## src/rtl/id_control_seq_pkg.sv

```systemverilog
// Shared encodings for the ID-stage control slice: opcodes, functs, ALU ops,
// mul/div op codes, sequencer states and the ID/EX control bundle.
package id_control_seq_pkg;

  localparam logic [5:0] OP_SPECIAL  = 6'h00;
  localparam logic [5:0] OP_J        = 6'h02;
  localparam logic [5:0] OP_JAL      = 6'h03;
  localparam logic [5:0] OP_BEQ      = 6'h04;
  localparam logic [5:0] OP_BNE      = 6'h05;
  localparam logic [5:0] OP_ADDI     = 6'h08;
  localparam logic [5:0] OP_ADDIU    = 6'h09;
  localparam logic [5:0] OP_SLTI     = 6'h0A;
  localparam logic [5:0] OP_SLTIU    = 6'h0B;
  localparam logic [5:0] OP_ANDI     = 6'h0C;
  localparam logic [5:0] OP_ORI      = 6'h0D;
  localparam logic [5:0] OP_XORI     = 6'h0E;
  localparam logic [5:0] OP_LUI      = 6'h0F;
  localparam logic [5:0] OP_SPECIAL2 = 6'h1C;
  localparam logic [5:0] OP_LW       = 6'h23;
  localparam logic [5:0] OP_SW       = 6'h2B;

  localparam logic [5:0] FUNCT_SLL  = 6'h00;
  localparam logic [5:0] FUNCT_SRL  = 6'h02;
  localparam logic [5:0] FUNCT_SRA  = 6'h03;
  localparam logic [5:0] FUNCT_JR   = 6'h08;
  localparam logic [5:0] FUNCT_DIV  = 6'h1A;
  localparam logic [5:0] FUNCT_DIVU = 6'h1B;
  localparam logic [5:0] FUNCT_ADD  = 6'h20;
  localparam logic [5:0] FUNCT_ADDU = 6'h21;
  localparam logic [5:0] FUNCT_SUB  = 6'h22;
  localparam logic [5:0] FUNCT_SUBU = 6'h23;
  localparam logic [5:0] FUNCT_AND  = 6'h24;
  localparam logic [5:0] FUNCT_OR   = 6'h25;
  localparam logic [5:0] FUNCT_XOR  = 6'h26;
  localparam logic [5:0] FUNCT_NOR  = 6'h27;
  localparam logic [5:0] FUNCT_SLT  = 6'h2A;
  localparam logic [5:0] FUNCT_SLTU = 6'h2B;
  localparam logic [5:0] FUNCT_MUL  = 6'h02;  // under SPECIAL2

  localparam logic [4:0] ALUOP_ADD  = 5'd0;
  localparam logic [4:0] ALUOP_ADDU = 5'd1;
  localparam logic [4:0] ALUOP_SUB  = 5'd2;
  localparam logic [4:0] ALUOP_SUBU = 5'd3;
  localparam logic [4:0] ALUOP_AND  = 5'd4;
  localparam logic [4:0] ALUOP_OR   = 5'd5;
  localparam logic [4:0] ALUOP_XOR  = 5'd6;
  localparam logic [4:0] ALUOP_NOR  = 5'd7;
  localparam logic [4:0] ALUOP_SLT  = 5'd8;
  localparam logic [4:0] ALUOP_SLTU = 5'd9;
  localparam logic [4:0] ALUOP_SLL  = 5'd10;
  localparam logic [4:0] ALUOP_SRL  = 5'd11;
  localparam logic [4:0] ALUOP_SRA  = 5'd12;
  localparam logic [4:0] ALUOP_LUI  = 5'd13;

  typedef enum logic [1:0] {
    MD_OP_NONE = 2'b00,
    MD_OP_MUL  = 2'b01,
    MD_OP_DIV  = 2'b10,
    MD_OP_DIVU = 2'b11
  } md_op_e;

  typedef enum logic [1:0] {
    SEQ_IDLE = 2'd0,
    SEQ_RUN  = 2'd1,
    SEQ_DONE = 2'd2
  } seq_state_e;

  typedef enum logic [1:0] {
    PC_PLUS4  = 2'b00,
    PC_JUMP   = 2'b01,
    PC_BRANCH = 2'b10,
    PC_JR     = 2'b11
  } pc_sel_e;

  typedef struct packed {
    logic alu_src;
    logic reg_dst;
    logic jump_link;
    logic mem_read;
    logic mem_write;
    logic mem_to_reg;
    logic reg_write;
    logic md_sel;
  } ex_ctrl_t;

  localparam ex_ctrl_t EX_BUBBLE = '0;

endpackage

```

## src/rtl/id_control_seq_md_sequencer.sv

```systemverilog
// Multi-cycle MUL/DIV sequencer: launches the datapath, counts its latency and
// tells the parent when to stall the front end and when to issue the result.
module id_control_seq_md_sequencer
  import id_control_seq_pkg::*;
#(
  parameter int MUL_CYCLES = 4,
  parameter int DIV_CYCLES = 32
) (
  input  logic   clock,
  input  logic   reset,
  input  logic   id_stall,
  input  logic   md_req,
  input  md_op_e md_req_op,
  output logic   md_stall,
  output logic   md_issue,
  output logic   md_start,
  output md_op_e md_op
);

  localparam logic [7:0] MUL_CNT = 8'(MUL_CYCLES);
  localparam logic [7:0] DIV_CNT = 8'(DIV_CYCLES);

  seq_state_e state_reg, state_next;
  logic [7:0] cnt_reg, cnt_next;
  logic       md_start_reg, md_start_next;
  md_op_e     md_op_reg, md_op_next;

  always_ff @(posedge clock) begin
    if (reset) begin
      state_reg    <= SEQ_IDLE;
      cnt_reg      <= 8'd0;
      md_start_reg <= 1'b0;
      md_op_reg    <= MD_OP_NONE;
    end else begin
      state_reg    <= state_next;
      cnt_reg      <= cnt_next;
      md_start_reg <= md_start_next;
      md_op_reg    <= md_op_next;
    end
  end

  always_comb begin
    state_next    = state_reg;
    cnt_next      = cnt_reg;
    md_start_next = 1'b0;
    md_op_next    = md_op_reg;
    md_stall      = 1'b0;
    md_issue      = 1'b0;
    case (state_reg)
      SEQ_IDLE: begin
        // An externally stalled MD instruction waits in ID without launching.
        if (md_req && !id_stall) begin
          md_stall      = 1'b1;
          md_start_next = 1'b1;
          md_op_next    = md_req_op;
          cnt_next      = (md_req_op == MD_OP_MUL) ? MUL_CNT : DIV_CNT;
          state_next    = SEQ_RUN;
        end
      end
      SEQ_RUN: begin
        md_stall = 1'b1;
        if (cnt_reg == 8'd1) begin
          state_next = SEQ_DONE;
        end else begin
          cnt_next = cnt_reg - 8'd1;
        end
      end
      SEQ_DONE: begin
        // md_op stays valid until the result is actually handed to EX.
        if (!id_stall) begin
          md_issue   = 1'b1;
          md_op_next = MD_OP_NONE;
          state_next = SEQ_IDLE;
        end
      end
      default: begin
        state_next = SEQ_IDLE;
      end
    endcase
  end

  assign md_start = md_start_reg;
  assign md_op    = md_op_reg;

endmodule

```

## src/rtl/id_control_seq.sv

```systemverilog
// ID-stage control: instruction decode, PC source select, MUL/DIV front-end
// sequencing and the registered ID/EX control slice.
module id_control_seq
  import id_control_seq_pkg::*;
#(
  parameter int MUL_CYCLES = 4,
  parameter int DIV_CYCLES = 32,
  parameter int DELAY_SLOT = 1,
  parameter int ALUOP_W    = 5
) (
  input  logic               clock,
  input  logic               reset,
  input  logic               id_stall,
  input  logic [5:0]         id_opcode,
  input  logic [5:0]         id_funct,
  input  logic               id_cmp_eq,
  output logic [1:0]         id_pc_source_sel,
  output logic               id_sign_extend,
  output logic               if_flush,
  output logic               id_md_stall,
  output logic               id_illegal,
  output logic               err_illegal,
  output logic               md_start,
  output logic [1:0]         md_op,
  output logic [ALUOP_W-1:0] ex_alu_op,
  output logic               ex_alu_src,
  output logic               ex_reg_dst,
  output logic               ex_jump_link,
  output logic               ex_mem_read,
  output logic               ex_mem_write,
  output logic               ex_mem_to_reg,
  output logic               ex_reg_write,
  output logic               ex_md_sel
);

  localparam logic [ALUOP_W-1:0] ALU_BUBBLE = ALUOP_W'(ALUOP_ADDU);

  ex_ctrl_t   dec_ctrl;
  logic [4:0] dec_alu;
  logic       dec_legal, dec_md_req;
  md_op_e     dec_md_op;
  logic       is_beq, is_bne, is_j, is_jr;

  always_comb begin
    dec_ctrl   = EX_BUBBLE;
    dec_alu    = ALUOP_ADDU;
    dec_legal  = 1'b1;
    dec_md_req = 1'b0;
    dec_md_op  = MD_OP_NONE;
    is_beq     = 1'b0;
    is_bne     = 1'b0;
    is_j       = 1'b0;
    is_jr      = 1'b0;
    case (id_opcode)
      OP_SPECIAL: begin
        dec_ctrl.reg_dst   = 1'b1;
        dec_ctrl.reg_write = 1'b1;
        case (id_funct)
          FUNCT_ADD:  dec_alu = ALUOP_ADD;
          FUNCT_ADDU: dec_alu = ALUOP_ADDU;
          FUNCT_SUB:  dec_alu = ALUOP_SUB;
          FUNCT_SUBU: dec_alu = ALUOP_SUBU;
          FUNCT_AND:  dec_alu = ALUOP_AND;
          FUNCT_OR:   dec_alu = ALUOP_OR;
          FUNCT_XOR:  dec_alu = ALUOP_XOR;
          FUNCT_NOR:  dec_alu = ALUOP_NOR;
          FUNCT_SLT:  dec_alu = ALUOP_SLT;
          FUNCT_SLTU: dec_alu = ALUOP_SLTU;
          FUNCT_SLL:  dec_alu = ALUOP_SLL;
          FUNCT_SRL:  dec_alu = ALUOP_SRL;
          FUNCT_SRA:  dec_alu = ALUOP_SRA;
          FUNCT_JR: begin
            dec_ctrl = EX_BUBBLE;
            is_jr    = 1'b1;
          end
          FUNCT_DIV, FUNCT_DIVU: begin
            dec_ctrl   = EX_BUBBLE;
            dec_md_req = 1'b1;
            dec_md_op  = (id_funct == FUNCT_DIV) ? MD_OP_DIV : MD_OP_DIVU;
          end
          default: begin
            dec_ctrl  = EX_BUBBLE;
            dec_legal = 1'b0;
          end
        endcase
      end
      OP_SPECIAL2: begin
        if (id_funct == FUNCT_MUL) begin
          dec_md_req = 1'b1;
          dec_md_op  = MD_OP_MUL;
        end else begin
          dec_legal = 1'b0;
        end
      end
      OP_J:   is_j = 1'b1;
      OP_JAL: begin
        is_j               = 1'b1;
        dec_ctrl.jump_link = 1'b1;
        dec_ctrl.reg_write = 1'b1;
      end
      OP_BEQ: begin
        is_beq  = 1'b1;
        dec_alu = ALUOP_SUBU;
      end
      OP_BNE: begin
        is_bne  = 1'b1;
        dec_alu = ALUOP_SUBU;
      end
      OP_ADDI, OP_ADDIU, OP_SLTI, OP_SLTIU, OP_ANDI, OP_ORI, OP_XORI, OP_LUI: begin
        dec_ctrl.alu_src   = 1'b1;
        dec_ctrl.reg_write = 1'b1;
        case (id_opcode)
          OP_ADDI:  dec_alu = ALUOP_ADD;
          OP_SLTI:  dec_alu = ALUOP_SLT;
          OP_SLTIU: dec_alu = ALUOP_SLTU;
          OP_ANDI:  dec_alu = ALUOP_AND;
          OP_ORI:   dec_alu = ALUOP_OR;
          OP_XORI:  dec_alu = ALUOP_XOR;
          OP_LUI:   dec_alu = ALUOP_LUI;
          default:  dec_alu = ALUOP_ADDU;
        endcase
      end
      OP_LW: begin
        dec_ctrl.alu_src    = 1'b1;
        dec_ctrl.mem_read   = 1'b1;
        dec_ctrl.mem_to_reg = 1'b1;
        dec_ctrl.reg_write  = 1'b1;
      end
      OP_SW: begin
        dec_ctrl.alu_src   = 1'b1;
        dec_ctrl.mem_write = 1'b1;
      end
      default: dec_legal = 1'b0;
    endcase
  end

  logic   md_issue;
  md_op_e seq_md_op;

  id_control_seq_md_sequencer #(
    .MUL_CYCLES(MUL_CYCLES),
    .DIV_CYCLES(DIV_CYCLES)
  ) u_md_sequencer (
    .clock    (clock),
    .reset    (reset),
    .id_stall (id_stall),
    .md_req   (dec_md_req),
    .md_req_op(dec_md_op),
    .md_stall (id_md_stall),
    .md_issue (md_issue),
    .md_start (md_start),
    .md_op    (seq_md_op)
  );

  assign md_op          = seq_md_op;
  assign id_sign_extend = (id_opcode[5:2] != 4'b0011);
  assign id_illegal     = !dec_legal && !id_stall && !id_md_stall;

  // Control transfers only resolve when ID is actually advancing.
  pc_sel_e pc_sel;
  always_comb begin
    pc_sel = PC_PLUS4;
    if (!id_stall && !id_md_stall) begin
      if ((is_beq && id_cmp_eq) || (is_bne && !id_cmp_eq)) pc_sel = PC_BRANCH;
      else if (is_j)                                        pc_sel = PC_JUMP;
      else if (is_jr)                                       pc_sel = PC_JR;
    end
  end
  assign id_pc_source_sel = pc_sel;

  generate
    if (DELAY_SLOT == 0) begin : g_flush
      assign if_flush = (pc_sel != PC_PLUS4);
    end else begin : g_delay_slot
      assign if_flush = 1'b0;
    end
  endgenerate

  ex_ctrl_t            ex_ctrl_reg, ex_ctrl_next;
  logic [ALUOP_W-1:0]  ex_alu_reg, ex_alu_next;
  logic                err_illegal_reg;

  always_comb begin
    ex_ctrl_next = EX_BUBBLE;
    ex_alu_next  = ALU_BUBBLE;
    if (md_issue) begin
      // MUL writes the register file through the md result mux; DIV results land in HI/LO.
      ex_ctrl_next.md_sel    = 1'b1;
      ex_ctrl_next.reg_write = (seq_md_op == MD_OP_MUL);
      ex_ctrl_next.reg_dst   = (seq_md_op == MD_OP_MUL);
    end else if (!id_stall && !id_md_stall && dec_legal && !dec_md_req) begin
      ex_ctrl_next = dec_ctrl;
      ex_alu_next  = ALUOP_W'(dec_alu);
    end
  end

  always_ff @(posedge clock) begin
    if (reset) begin
      ex_ctrl_reg     <= EX_BUBBLE;
      ex_alu_reg      <= ALU_BUBBLE;
      err_illegal_reg <= 1'b0;
    end else begin
      ex_ctrl_reg     <= ex_ctrl_next;
      ex_alu_reg      <= ex_alu_next;
      err_illegal_reg <= err_illegal_reg | id_illegal;
    end
  end

  assign err_illegal   = err_illegal_reg;
  assign ex_alu_op     = ex_alu_reg;
  assign ex_alu_src    = ex_ctrl_reg.alu_src;
  assign ex_reg_dst    = ex_ctrl_reg.reg_dst;
  assign ex_jump_link  = ex_ctrl_reg.jump_link;
  assign ex_mem_read   = ex_ctrl_reg.mem_read;
  assign ex_mem_write  = ex_ctrl_reg.mem_write;
  assign ex_mem_to_reg = ex_ctrl_reg.mem_to_reg;
  assign ex_reg_write  = ex_ctrl_reg.reg_write;
  assign ex_md_sel     = ex_ctrl_reg.md_sel;

endmodule
```

## config.mk

```make
export PLATFORM = sky130hd
export DESIGN_NAME = id_control_seq
export DESIGN_NICKNAME = d
export VERILOG_FILES = /design/src/rtl/id_control_seq_pkg.sv /design/src/rtl/id_control_seq_md_sequencer.sv /design/src/rtl/id_control_seq.sv
export SDC_FILE = /design/constraint.sdc
export NUM_CORES = 1
export LEC_CHECK = 0
export CAP_MARGIN = 20
export CORE_MARGIN = 2
export CORE_UTILIZATION = 46
export CTS_BUF_LIST = sky130_fd_sc_hd__clkbuf_4
export CTS_CLUSTER_DIAMETER = 200
export CTS_CLUSTER_SIZE = 10
export DETAILED_ROUTE_END_ITERATION = 8
export GPL_TIMING_DRIVEN = 0
export HOLD_SLACK_MARGIN = 0.08
export MAX_ROUTING_LAYER = met4
export PLACE_DENSITY = 0.87
export SETUP_SLACK_MARGIN = 0.3
export SLEW_MARGIN = 20
export SYNTH_ARGS = -nofsm -noshare
export SYNTH_HDL_FRONTEND = slang
export SYNTH_HIERARCHICAL = 1
export SYNTH_SLANG_ARGS = --single-unit
```

## constraint.sdc

```tcl
create_clock -name clock -period 3.79 [get_ports clock]
set_input_delay 1.137 -clock clock [delete_from_list [all_inputs] [get_ports clock]]
set_output_delay 1.137 -clock clock [all_outputs]
set_load 0.02 [all_outputs]
```

==> summary.md <==
| Metric | Value |
|---|---|
| Status | finished, violations left |
| Failing checks | setup timing |
| Sequential fraction of the synthesis area | between 30% and 40% |
| Switching fraction of total power | 26.9% |
| Count of unique library cells instantiated by Yosys | approximately 50 |
| Global-route usage over all layers | 22.2% |
| Largest net degree at the start of global routing | 14 |
| Fmax | roughly 250 MHz |
| Syn-to-layout area delta | 43.0% |
| Number of detailed-routing iterations run before antenna repair | 4 |
| RSZ-0062 raised after global routing | true |
| Die Area | between 0.003 and 0.004 sq mm |
| Largest fanout of any net on the critical path | 5 |
| Net total in the final layout | approximately 280 |
| Worst endpoint required time | 2.65 ns |
| Count of fill cells added during filler insertion | around 260 |
| Max reg flops | 8 |
| Sum of negative setup slack | -0.636 ns |
| Sequential cell fraction of total power | a little over half |
| Headroom to the max-slew limit | a little over half |
| First-pass GRT wire length | 6960 um |
| Area of the core | about 0.0033 sq mm |
| Switching power | around 0.00013 W |
| Starting DRT DRC Count | 120 |
| Floorplan die width | between 60 and 70 um |
| Startpoint of the worst-slack reg-to-reg timing path | u_md_sequencer/cnt_reg[0]$_SDFFE_PP0P_ |
| Final antenna diode count | 0 |
| Gate power share | 20.6% |
| Via total after detailed routing | around 1800 |
| Worst hold path class | flop to flop |
| Worst supply voltage drop on vdd | around 0.000091 V |
| Post-route clock period utilization | 106% |
| Most used routing layer | met2 |
| Hold violation count in the final report | 0 |
| Final setup violation count | 4 |
| CTS sink count | 25 |
| Cells after synthesis | between 200 and 250 |
| Launching instance or port of the critical path | id_opcode[0] |
| Yosys warnings | 6 |
| I/O pin count | 39 |
| Crit. End Element | output pin |
| Commonest non-fill, non-tap cell in the layout | sky130_fd_sc_hd__buf_4 |
| Combined area of all synthesized cells | roughly 0.0016 sq mm |
| Area used by multi-input combinational logic | ~0.0010 sq mm |
| Met2 Resource Use GR | between 30% and 40% |
| Register-to-register setup slack | 1.87 ns |
| Maximum capacitance violations | 0 |
| Worst setup SP type | primary input |
| Per-instance average area after synthesis | around 7.8 sq um |
| Number of global-route vias before repair | approximately 1500 |
| DRC violations left | 0 |
| Biggest area contributors in the synthesized netlist | sky130_fd_sc_hd__dfxtp_1, sky130_fd_sc_hd__nor2_1, sky130_fd_sc_hd__a21oi_1, sky130_fd_sc_hd__nand2b_1, sky130_fd_sc_hd__nor3_1 |
| Routing usage on met3 | approximately 1.8% |
| Critical path, cell by cell | buf_12, or4_4, or2_4, o21ai_4, a21oi_2, nor2_4, or2_4, nor4b_4, buf_4 |
| Pwr dens | 218 mW/mm^2 |
| Die Y | between 60 and 70 um |
| Cells on Worst Hold Path | 1 |
| Wire length per cell | 14.7 um |
| Proportion of power drawn by the clock network | about a quarter |
| Most used flip-flop cell after synthesis | sky130_fd_sc_hd__dfxtp_1 |
| Deepest clock path buffer count | 2 |
| Slowest cell on the critical path | sky130_fd_sc_hd__or4_4 |
| Fraction of synthesized cell area taken by the top area cell type | around a third |
| Fraction of registers with async set/reset | 0% |
| Root cell of the clock tree | sky130_fd_sc_hd__clkbuf_4 |
| Total of flip-flops plus latches after synthesis | 25 |
| Count of flip-flops with a built-in enable after synthesis | 0 |
| Worst endpoint data arrival time | 2.87 ns |
| Leading cell types in the layout, fill and taps excluded | sky130_fd_sc_hd__buf_4, sky130_fd_sc_hd__dfxtp_1, sky130_fd_sc_hd__nor2_1, sky130_fd_sc_hd__clkdlybuf4s50_1, sky130_fd_sc_hd__a21oi_1 |
| Final core area utilization | between 60% and 70% |
| Total gr overflow | 0 |
| Sequential standard cell area | 500 sq um |
| Total length of routed wires | about 4500 um |
| RD Place Congestion | between 0.8 and 0.9 |
| Number of cell instances on the worst register-to-register path | 6 |
| Final standard cell count with taps included and fillers excluded | just over 300 |
| Final Max Slew Viols | 0 |
| Place WS | -1.27 ns |
| P_leak | approximately 0.86 nW |
| TritonCTS clock tree | yes |
| Clock network latency to the later pin of the worst-skew pair | roughly 0.33 ns |
| Cell count after placement | around 280 |
| Clock slew at the register clock pins of the worst setup and hold paths | about 0.11 ns |
| Hold-critical path endpoint | err_illegal$_SDFF_PP0_ |
| Initial antenna violation count | 0 |
| Crit Reg-Reg Endpoint | u_md_sequencer/cnt_reg[2]$_SDFFE_PP0P_ |
| Hpwl dp | about 2700 um |
| Library cell appearing most often on the critical path | sky130_fd_sc_hd__or2_4 |
| Final critical-path setup slack | -0.218 ns |
| TritonCTS Buffers | 3 |
| Site row count | 21 |
| Number of port buffers | 28 |
| Number of nets with antenna violations after detailed routing | 0 |
| Cell-internal power | approximately 0.00036 W |
| Fraction of met1 tracks used by global routing | between 30% and 40% |
| Actual transition at the worst max-transition pin | around 0.69 ns |
| Post-route clock skew | between 0.02 and 0.03 ns |
| Beginning of the worst hold path | err_illegal$_SDFF_PP0_ |
| Post-detailed-route via-to-cell ratio | just under 6 |
| Effective utilization at floorplan | between 40% and 50% |
| H-tree depth reported by CTS | 1 |
| Fraction of final layout cells sized beyond drive strength 1 | about a quarter |
| Minimum clock period | between 4 and 5 ns |
| Library cell occupying the most area in the post-synthesis netlist | sky130_fd_sc_hd__dfxtp_1 |
| Worst setup path category | primary input to output pin |
| Longest individual stage delay on the worst path | ~0.55 ns |
cell type report:
class,instances,area share [%]
multi-input cells,148,45.6
well taps,46,2.56
repair buffers,50,19.0
clock buffers,4,1.33
inverters,11,1.84
flip-flops and latches,25,22.2
plain buffers,18,7.45
cells by family (layout without fill, tap and decap cells):
family / count (synthesis) / in the layout / share of synthesized area (%)
compound gates: 48 / 48 / 20.9
xor+xnor: 5 / 5 / 2.78
fa+ha+maj: 2 / 2 / 1.59
buf+inv: 29 / 83 / 8.83
flops: 25 / 25 / 31.8
mux: 3 / 3 / 1.91
other cells: 1 / 2 / 0.238
simple gates: 88 / 88 / 31.9
synthesized netlist by cell type, types with 2 or more instances:
master,number
sky130_fd_sc_hd__nor4b_1,3
sky130_fd_sc_hd__o211ai_1,3
sky130_fd_sc_hd__nor3_1,9
sky130_fd_sc_hd__or4_4,2
sky130_fd_sc_hd__nor2_1,22
sky130_fd_sc_hd__nand2b_1,8
sky130_fd_sc_hd__o21ai_0,6
sky130_fd_sc_hd__buf_4,4
sky130_fd_sc_hd__a21oi_1,16
sky130_fd_sc_hd__nor3b_1,2
sky130_fd_sc_hd__nand3_1,7
sky130_fd_sc_hd__nor2b_1,4
sky130_fd_sc_hd__nand3b_1,2
sky130_fd_sc_hd__a31oi_1,5
sky130_fd_sc_hd__or3_1,4
sky130_fd_sc_hd__mux2i_1,3
sky130_fd_sc_hd__xor2_1,5
sky130_fd_sc_hd__ha_1,2
sky130_fd_sc_hd__a311oi_1,2
sky130_fd_sc_hd__buf_6,2
sky130_fd_sc_hd__nand4_1,3
sky130_fd_sc_hd__inv_1,11
sky130_fd_sc_hd__nand2_1,8
sky130_fd_sc_hd__a2111oi_0,2
sky130_fd_sc_hd__nor4_1,4
sky130_fd_sc_hd__clkbuf_1,12
sky130_fd_sc_hd__dfxtp_1,25
sky130_fd_sc_hd__o21a_1,3
sky130_fd_sc_hd__and4b_1,2
power by group through the flow:
stage	clock, W	combinational (W)	sequential, W
6_report	0.000125	0.000101	0.000265
5_1_grt	0.000135	0.000106	0.000265
4_1_cts	0.000124	0.0000912	0.000265
3_5_place_dp	0	0.0000824	0.000271
3_3_place_gp	0	0.0000813	0.000271
2_1_floorplan	0	0.0000551	0.000273
routing by layer:
metal	routed length, um	vias to the layer above
met5	0	-
met4	101	0
met3	326	13
met2	2060	104
met1	1970	824
li1	-	822
per-stage QoR:
stage | total power [W] | hold slack [ns] | area (sq um)
finish | 0.000491 | 0.488 | 2250
global route | 0.000507 | 0.511 | 2250
CTS | 0.000480 | 0.486 | 2180
detailed placement | 0.000353 | 0.461 | 2000
global placement | 0.000352 | 0.461 | 2000
floorplan | 0.000328 | 0.477 | 1660
critical path, delay by kind of cell:
family / cells / cell delay, ns
simple gates: 5 / 1.21
compound gates: 2 / 0.24
buf+inv: 2 / 0.27
timing repair:
item,4_1_cts,5_1_grt
hold buffers,0,0
buffers inserted,15,7
endpoints found under the setup margin,7,4
pin swaps,10,10
gates resized for setup,52,13
how the worst max path moves through the flow:
stage                 end  slack, ns  cells after the start
3_3_place_gp   id_illegal      -1.25                     10
3_5_place_dp   id_illegal      -1.27                     10
2_1_floorplan  id_illegal      -0.12                      8
4_1_cts        id_illegal      -0.18                      9
5_1_grt        id_illegal      -0.25                      9
6_report       id_illegal      -0.22                      9
Note: power is estimated with default switching activity, not from simulation.
